## src/rtl/pwm_duty_slew_limiter.sv

```systemverilog
// ---------------------------------------------------------------------------
// pwm_duty_slew_limiter
//
// Sits between the SPI register bank and the PWM generator and rate-limits
// the applied duty cycle. The raw target is registered once, and the applied
// duty (duty_out) then walks toward it by STEP codes every PRESCALE clocks.
// This stops a large SPI write from slamming the PWM outputs. Setting bypass
// makes duty_out follow the registered target directly.
//
// Optional feature macro: DUTY_SLEW_SETTLE_PULSE_EN
//   Defined     : the settle_pulse output exists. It is a 1-clock pulse when a
//                 ramp completes, either on the final step or when the target
//                 becomes equal to the current duty.
//   Not defined : the settle_pulse port and its logic are not built.
//                 duty_out and busy behave the same in both builds.
// ---------------------------------------------------------------------------
module pwm_duty_slew_limiter #(
    parameter int unsigned WIDTH    = 8,
    parameter int unsigned PRESCALE = 256,
    parameter int unsigned STEP     = 1
) (
    input  logic             clk,
    input  logic             rst_n,
    input  logic [WIDTH-1:0] target_duty,
    input  logic             bypass,
    output logic [WIDTH-1:0] duty_out,
    output logic             busy
`ifdef DUTY_SLEW_SETTLE_PULSE_EN
    ,
    output logic             settle_pulse
`endif
);

    // Prescale counter width. It is at least 1 bit, so PRESCALE=1 still builds.
    localparam int unsigned CW = (PRESCALE > 1) ? $clog2(PRESCALE) : 1;

    localparam logic [CW-1:0]  CNT_ZERO = CW'(0);
    localparam logic [CW-1:0]  CNT_ONE  = CW'(1);
    localparam logic [CW-1:0]  CNT_LAST = CW'(PRESCALE - 1);
    // The step size is held one bit wider than the duty, so step sums and
    // differences cannot wrap.
    localparam logic [WIDTH:0] STEP_W   = (WIDTH + 1)'(STEP);

    typedef enum logic [1:0] {
        ST_IDLE = 2'd0,
        ST_UP   = 2'd1,
        ST_DOWN = 2'd2
    } state_e;

    state_e           state_q;
    logic [WIDTH-1:0] target_q;
    logic [WIDTH-1:0] duty_q;
    logic [CW-1:0]    cnt_q;
    logic             busy_q;
    logic [WIDTH-1:0] duty_d;
    logic             term_s;
`ifdef DUTY_SLEW_SETTLE_PULSE_EN
    logic             settle_q;
`endif

    // Upward step. The result saturates at the target, so it never overshoots
    // and never passes the all-ones code.
    function automatic logic [WIDTH-1:0] step_up(input logic [WIDTH-1:0] cur,
                                                 input logic [WIDTH-1:0] tgt);
        logic [WIDTH:0] sum;
        sum = {1'b0, cur} + STEP_W;
        if (sum >= {1'b0, tgt}) begin
            return tgt;
        end else begin
            return sum[WIDTH-1:0];
        end
    endfunction

    // Downward step. A borrow counts as underflow, and the result clamps to
    // the target.
    function automatic logic [WIDTH-1:0] step_down(input logic [WIDTH-1:0] cur,
                                                   input logic [WIDTH-1:0] tgt);
        logic [WIDTH:0] diff;
        diff = {1'b0, cur} - STEP_W;
        if (diff[WIDTH] || (diff[WIDTH-1:0] <= tgt)) begin
            return tgt;
        end else begin
            return diff[WIDTH-1:0];
        end
    endfunction

    // Candidate duty for the next step in the current ramp direction.
    always_comb begin
        duty_d = duty_q;
        case (state_q)
            ST_UP:   duty_d = step_up(duty_q, target_q);
            ST_DOWN: duty_d = step_down(duty_q, target_q);
            default: duty_d = duty_q;
        endcase
    end

    // Terminal count of the prescaler.
    always_comb begin
        if (cnt_q == CNT_LAST) begin
            term_s = 1'b1;
        end else begin
            term_s = 1'b0;
        end
    end

    // Input register, ramp FSM, prescaler and all registered outputs.
    always_ff @(posedge clk or negedge rst_n) begin
        if (!rst_n) begin
            target_q <= {WIDTH{1'b0}};
            duty_q   <= {WIDTH{1'b0}};
            cnt_q    <= CNT_ZERO;
            state_q  <= ST_IDLE;
            busy_q   <= 1'b0;
`ifdef DUTY_SLEW_SETTLE_PULSE_EN
            settle_q <= 1'b0;
`endif
        end else begin
            target_q <= target_duty;
`ifdef DUTY_SLEW_SETTLE_PULSE_EN
            settle_q <= 1'b0;
`endif
            if (bypass) begin
                // Unlimited mode. Stay IDLE so that clearing bypass resumes
                // from this value without a jump.
                duty_q  <= target_q;
                cnt_q   <= CNT_ZERO;
                state_q <= ST_IDLE;
                busy_q  <= 1'b0;
            end else if (target_q == duty_q) begin
`ifdef DUTY_SLEW_SETTLE_PULSE_EN
                if (state_q != ST_IDLE) begin
                    settle_q <= 1'b1;
                end else begin
                    settle_q <= 1'b0;
                end
`endif
                cnt_q   <= CNT_ZERO;
                state_q <= ST_IDLE;
                busy_q  <= 1'b0;
            end else if ((target_q > duty_q) && (state_q != ST_UP)) begin
                // Starting a ramp, or reversing direction. Restart the
                // prescaler so that a full interval passes before the first
                // step.
                cnt_q   <= CNT_ZERO;
                state_q <= ST_UP;
                busy_q  <= 1'b1;
            end else if ((target_q < duty_q) && (state_q != ST_DOWN)) begin
                cnt_q   <= CNT_ZERO;
                state_q <= ST_DOWN;
                busy_q  <= 1'b1;
            end else if (term_s) begin
                // Step toward the target. If this step lands on the target,
                // the ramp ends on this same edge.
                cnt_q  <= CNT_ZERO;
                duty_q <= duty_d;
                if (duty_d == target_q) begin
                    state_q <= ST_IDLE;
                    busy_q  <= 1'b0;
`ifdef DUTY_SLEW_SETTLE_PULSE_EN
                    settle_q <= 1'b1;
`endif
                end else begin
                    state_q <= state_q;
                    busy_q  <= 1'b1;
                end
            end else begin
                // Mid-ramp in the same direction. Keep counting. A target
                // change in the same direction does not restart the count.
                cnt_q   <= cnt_q + CNT_ONE;
                state_q <= state_q;
                busy_q  <= 1'b1;
            end
        end
    end

    assign duty_out = duty_q;
    assign busy     = busy_q;
`ifdef DUTY_SLEW_SETTLE_PULSE_EN
    assign settle_pulse = settle_q;
`endif

endmodule

```

## config.mk

```make
export PLATFORM = sky130hd
export DESIGN_NAME = pwm_duty_slew_limiter
export DESIGN_NICKNAME = d
export VERILOG_FILES = /design/src/rtl/pwm_duty_slew_limiter.sv
export SDC_FILE = /design/constraint.sdc
export NUM_CORES = 1
export LEC_CHECK = 0
export CAP_MARGIN = 20
export CORE_MARGIN = 2
export CORE_UTILIZATION = 53
export CTS_CLUSTER_DIAMETER = 60
export DETAILED_ROUTE_END_ITERATION = 16
export HOLD_SLACK_MARGIN = 0.15
export PLACE_DENSITY = 0.82
export SLEW_MARGIN = 20
export SYNTH_ARGS = -nofsm -noshare
export SYNTH_HDL_FRONTEND = slang
export SYNTH_SLANG_ARGS = --single-unit
```

## constraint.sdc

```tcl
create_clock -name clk -period 9.16 [get_ports clk]
set_input_delay 2.748 -clock clk [delete_from_list [all_inputs] [get_ports clk]]
set_output_delay 2.748 -clock clk [all_outputs]
set_load 0.1 [all_outputs]
```

==> results.yml, run 1 <==
run_status:
  outcome: "complete, no violations"
floorplanning:
  die_h_microns: 75.7
  rows: 26
  dieArea_sq_um: 5740
  coreArea_sq_um: 5040
  die_x_microns: 75.7
  num_io_pins: 20
  initial_core_util_pct: 54.1
logic_synthesis:
  synth_cells: 327
  synthArstFlopShare_pct: 100
  synth_edf_count: 0
  syn_nets: 366
  synth_area_sq_um: 2730
  synth-seq-cells: 27
  synth-main-ff-cell: "dfrtp_1"
  yosysWarnings: 0
  synth_cell_type_count: 66
  synth_area_per_cell_sq_um: 8.34
  seq_area_frac_synth_pct: 24.8
cells_and_area:
  drive_gt1_share_pct: 4.17
  seq_area_sq_um: 676
  post-route-util_pct: 59.3
  multiInputGateArea_sq_um: 1860
  fillers: 457
  antenna_cells: 0
  postLayoutCellArea_sq_um: 2990
  fin_nets: 376
  final_cells: 406
  syn2layout_area_growth_pct: 9.59
timing:
  holdWs_ns: 0.503
  period_needed_ns: 4.91
  final.setup.worst_slack_ns: 4.25
  relSlewSlack_pct: 35.1
  maxSlewViolCount: 0
  clock.fmax_mhz: 204
  hold_viol: 0
  skew_ns: 0.00729
  fin_crit_sh_pct: 53.6
  setup_viol: 0
  rsz0062_at_grt: "no"
  tns_ns: 0
  worst_pin_slew_ns: 0.971
clock_tree:
  clk_transition_reported_paths_ns: 0.10
  cts_made_buffers: 3
  cts_resized: 0
  cts_tree: "built"
  cts_buffer_depth: 2
  cts_sinks: 27
  ctsHoldBuffers: 0
  htreeDepth: 1
  cts_setup_buffers: 0
  clock_latency_ns: 0.28
  cts_root_buf: "clkbuf_8"
placed_design:
  dpl_cell_area_sq_um: 2940
  globalplace.congestion: 0.938
  place_ws_ns: 4.20
  io_buffers: 19
  dp_hpwl_microns: 5760
  placedCellCount: 402
power:
  powerDensity_nw_per_um2: 145
  power_uw: 434
  power.leakage_nw: 1.27
  peakVddDrop_uv: 118
worst_setup_path:
  worst_path_max_delay_cell: "clkdlybuf4s50_1"
  crit_family: "buffers and inverters"
  r2r-start: "duty_out[2]"
  crit_start: "duty_out[2]"
  start_kind: "flop"
  critical_path.endpoint_type: "primary output"
  r2r_cells: 13
  path_max_fanout: 13
  reg2reg_setup_slack_ns: 4.78
  worst-setup-path-type: "flop to primary output"
  worstPathArrival_ns: 2.16
  path_cells: "clkdlybuf4s50_1"
  critical_path.max_stage_delay_ns: 1.23
  required_ns: 6.41
  rr_endpoint: "state_q[0]"
  crit_buf_inv: 1
routing:
  routed.top_layer: "met4"
  initialDrtViolationCount: 332
  dr.pass1.iters: 5
  detail_route.wirelength.met1_microns: 3240
  num_vias: 2723
  wl_microns: 7550
  drc: 0
  met3WireLength_microns: 589
  drt.antenna.violating_nets: 0
  met2_length_microns: 3520
  wire_per_inst_microns: 18.6
  post_drt_via_cell_ratio: 6.71
min_path:
  hp-class: "flop to flop"
  hp-start: "cnt_q[0]"
  hold_depth: 1
  whs_endpoint: "cnt_q[0]"
global_route:
  antenna_found_initial: 0
  grt_pass1_vias: 2567
  grt_usage_pct: 27.5
  grt_start_max_net_pins: 28
  overflow: 0
  grt_pass1_wl_microns: 12100
job:
  max_cap_violations: 0
==> worst reg2reg max path: stages, from the launching register on <==
cell	delay, ns
dfrtp_1	0.56
nor4_1	0.61
nand2_1	0.21
xnor2_1	0.32
inv_1	0.09
ha_1	0.29
nand4_1	0.12
a2bb2oi_1	0.25
o211a_1	0.56
mux2i_1	0.22
a311o_1	0.35
a32oi_1	0.20
nand4_2	0.18
a32o_1	0.30
==> cell usage in the layout, fill, tap and decap left out, types with 3 or more instances in the layout <==
master / n
a211o_1: 3
a21o_1: 7
a21oi_1: 13
a32oi_1: 9
and2_1: 3
and3_1: 5
clkbuf_8: 3
clkdlybuf4s50_1: 19
dfrtp_1: 27
ha_1: 28
inv_1: 29
mux2i_1: 5
nand2_1: 24
nand3_1: 10
nand4_1: 10
nor2_1: 20
nor2b_1: 3
nor3_1: 6
o211ai_1: 6
o21ai_0: 17
o221ai_1: 6
o31a_1: 4
o31ai_1: 5
xnor2_1: 14
xor2_1: 7
==> cell type report <==
| class | instances | area share [%] |
|---|---|---|
| Clock inverter | 1 | 0.293 |
| Timing Repair Buffer | 20 | 6.61 |
| Inverter | 31 | 3.89 |
| Tap cell | 70 | 2.93 |
| Clock buffer | 3 | 1.38 |
| Multi-Input combinational cell | 254 | 62.3 |
| Sequential cell | 27 | 22.6 |
==> metal layers <==
layer	vias to the layer above	GRT usage, %
met5	-	0
met4	0	11.1
met3	18	3.31
met2	155	44.1
met1	1298	37.8
li1	1252	-
==> power breakdown <==
| part | internal [mW] | switching [mW] | leakage [nW] |
|---|---|---|---|
| clock | 0.0320 | 0.0387 | 0.0261 |
| sequential | 0.126 | 0.0150 | 0.340 |
| combinational | 0.0728 | 0.149 | 0.901 |
| total | 0.231 | 0.203 | 1.27 |
==> flip-flops by register name, summed over array words and instances, names as in the netlist <==
register,cells
state_q,2
cnt_q,8
duty_out,8
target_q,8
busy,1
==> kinds of logic after synthesis <==
| group | share of synthesized area (%) |
|---|---|
| XOR/XNOR | 6.74 |
| adder cells (fa/ha/maj) | 12.8 |
| AO/OA/AOI/OAI | 27.2 |
| flip-flops | 24.8 |
| buffers and inverters | 6.97 |
| AND/OR/NAND/NOR | 19.7 |
| multiplexers | 1.83 |
==> how the worst max path moves through the flow <==
| stage | to | cells after the start |
|---|---|---|
| 4_1_cts | duty_out[2] | 1 |
| 2_1_floorplan | duty_out[4] | 7 |
| 3_3_place_gp | cnt_q[7] | 6 |
| 3_5_place_dp | cnt_q[2] | 6 |
| 6_report | duty_out[2] | 1 |
| 5_1_grt | cnt_q[3] | 6 |
==> synth_stat cells, types with 2 or more instances <==
cell / n / area share, %
nand2b_1: 2 / 0.46
nor2b_1: 3 / 0.69
nand4_1: 10 / 2.3
nor4_2: 2 / 0.92
and2_1: 3 / 0.69
a311oi_1: 2 / 0.64
o211ai_1: 6 / 1.7
a21oi_1: 13 / 2.4
buf_2: 2 / 0.37
clkinv_1: 2 / 0.28
and3_1: 5 / 1.1
a211o_1: 3 / 0.96
o21ai_0: 17 / 3.1
nor2_1: 20 / 2.8
a21o_1: 7 / 1.9
inv_1: 29 / 4.0
a32o_1: 2 / 0.73
xor2_1: 7 / 2.2
o31ai_1: 5 / 1.4
ha_1: 28 / 13
o31a_1: 4 / 1.3
a31oi_1: 2 / 0.46
nor4_1: 2 / 0.46
nand2_1: 24 / 3.3
a211oi_1: 2 / 0.55
nor3_1: 6 / 1.1
xnor2_1: 14 / 4.5
or4_1: 2 / 0.55
o21a_1: 2 / 0.55
o221ai_1: 6 / 1.9
clkbuf_1: 9 / 1.2
o2111ai_1: 2 / 0.64
buf_4: 2 / 0.55
a32oi_1: 9 / 2.9
a2bb2oi_1: 2 / 0.64
dfrtp_1: 27 / 25
mux2i_1: 5 / 1.8
nand3_1: 10 / 1.8
o22ai_1: 2 / 0.46
Power figures use the tool's default switching activity.
==> run 2, diff against run 1 <==
==> constraint.sdc (replaced) <==
create_clock -name clk -period 5 [get_ports clk]
set_input_delay 1.5 -clock clk [delete_from_list [all_inputs] [get_ports clk]]
set_output_delay 1.5 -clock clk [all_outputs]
set_load 0.1 [all_outputs]
==> run 2 against run 1 <==
Die area unchanged. First-iteration DRC count increased by 42%. Critical path depth increased by 12. Cell area rose by 0.29%. Critical endpoint is now state_q[0]. Largest cell class unchanged. Highest routed layer unchanged.
==> results.yml, run 2 (synthesis results as in run 1) <==
placed_design:
  io_buffers: 19
  place_ws_ns: 0.747
  dp_hpwl_microns: 5960
  globalplace.congestion: 1.09
global_route:
  grt_start_max_net_pins: 26
  overflow: 0
  grt_pass1_wl_microns: 12700
  grt_pass1_vias: 2571
  antenna_found_initial: 0
  grt_usage_pct: 29.2
cells_and_area:
  final_common_cell: "inv_1"
  drive_gt1_share_pct: 5.03
  post-route-util_pct: 59.5
  syn2layout_area_growth_pct: 9.91
  antenna_cells: 0
  fin_nets: 378
  most-common-layout-cells: "inv_1, ha_1, dfrtp_1"
floorplanning:
  die_x_microns: 75.7
  num_io_pins: 20
  initial_core_util_pct: 54.1
  dieArea_sq_um: 5740
  coreArea_sq_um: 5040
  rows: 26
  die_h_microns: 75.7
clock_tree:
  clock_latency_ns: 0.27
  clk_transition_reported_paths_ns: 0.10
  cts_made_buffers: 3
  cts_buffer_depth: 2
  cts_resized: 0
  cts_tree: "built"
  cts_sinks: 27
  htreeDepth: 1
  ctsHoldBuffers: 0
  cts_root_buf: "clkbuf_8"
  cts_setup_buffers: 0
routing:
  dr.pass1.iters: 5
  wl_microns: 7820
  num_vias: 2721
  drc: 0
  drt.antenna.violating_nets: 0
  wire_per_inst_microns: 19.2
  initialDrtViolationCount: 470
  post_drt_via_cell_ratio: 6.67
run_status:
  outcome: "complete, no violations"
timing:
  skew_ns: 0.00654
  final.setup.worst_slack_ns: 0.583
  worst_pin_slew_ns: 0.996
  tns_ns: 0
  rsz0062_at_grt: "no"
  maxSlewViolCount: 0
  fin_crit_sh_pct: 88.3
  period_needed_ns: 4.42
  relSlewSlack_pct: 33.4
  holdWs_ns: 0.504
  clock.fmax_mhz: 226
  setup_viol: 0
  hold_viol: 0
min_path:
  hp-class: "flop to flop"
worst_setup_path:
  critical_path.endpoint_type: "flop"
  crit_buf_inv: 1
  critical_path.max_stage_delay_ns: 0.62
  crit_family: "compound AO/OA/AOI/OAI gates"
  worst_path_max_delay_cell: "dfrtp_1"
  path_cells: "inv_1 > ha_1 > and3_1 > xnor2_1 > ha_1 > nand4_1 > a2bb2oi_1 > o211a_1 > mux2i_1 > a311o_1 > a32oi_1 > nand4_2 > a32o_1"
  path_max_fanout: 16
  start_kind: "flop"
  required_ns: 5.16
  worst-setup-path-type: "flop to flop"
  worstPathArrival_ns: 4.58
  cpMostUsedCell: "ha_1"
power:
  power.leakage_nw: 1.27
  peakVddDrop_uv: 209
  powerDensity_nw_per_um2: 265
job:
  max_cap_violations: 0
run 2: cell type report:
cell class / instances / area (sq um)
Clock inverter: 1 / 7.51
Clock buffer: 3 / 41.3
Inverter: 31 / 116
Tap cell: 70 / 87.6
Sequential cell: 27 / 676
Fill cell: 449 / 2040
Timing Repair Buffer: 22 / 208
Multi-Input combinational cell: 254 / 1860
run 2: per-stage QoR:
step / instance area, sq um / cells / power, mW
global placement: 2950 / 404 / 0.656
global route: 3000 / 408 / 0.845
detailed placement: 2950 / 404 / 0.660
finish: 3000 / 408 / 0.795
floorplan: 2730 / 327 / 0.556
CTS: 3000 / 408 / 0.787
run 2: final timing paths:
| path | start | endpoint | slack, ns | depth (start not counted) |
|---|---|---|---|---|
| max in group asynchronous | rst_n | duty_out[5] | 3.35 | 2 |
| worst max-delay path | duty_out[0] | state_q[0] | 0.58 | 13 |
| min in group asynchronous | rst_n | duty_out[1] | 1.19 | 1 |
| worst max register to register | duty_out[0] | state_q[0] | 0.58 | 13 |
| worst min register to register | cnt_q[0] | cnt_q[0] | 0.50 | 1 |
| worst min-delay path | cnt_q[0] | cnt_q[0] | 0.50 | 1 |
run 2: layer usage:
| layer | track usage, % | wire length (microns) | vias up |
|---|---|---|---|
| met5 | 0 | 0 | - |
| met4 | 13.1 | 291 | 0 |
| met3 | 3.57 | 695 | 28 |
| met2 | 45.5 | 3620 | 165 |
| met1 | 40.6 | 3210 | 1275 |
| li1 | - | - | 1253 |
run 2: power by group:
group	switching, mW	internal [mW]	total, mW
Clock	0.0690	0.0566	0.126
Sequential	0.0271	0.231	0.258
Combinational	0.275	0.136	0.411
Total	0.371	0.424	0.795
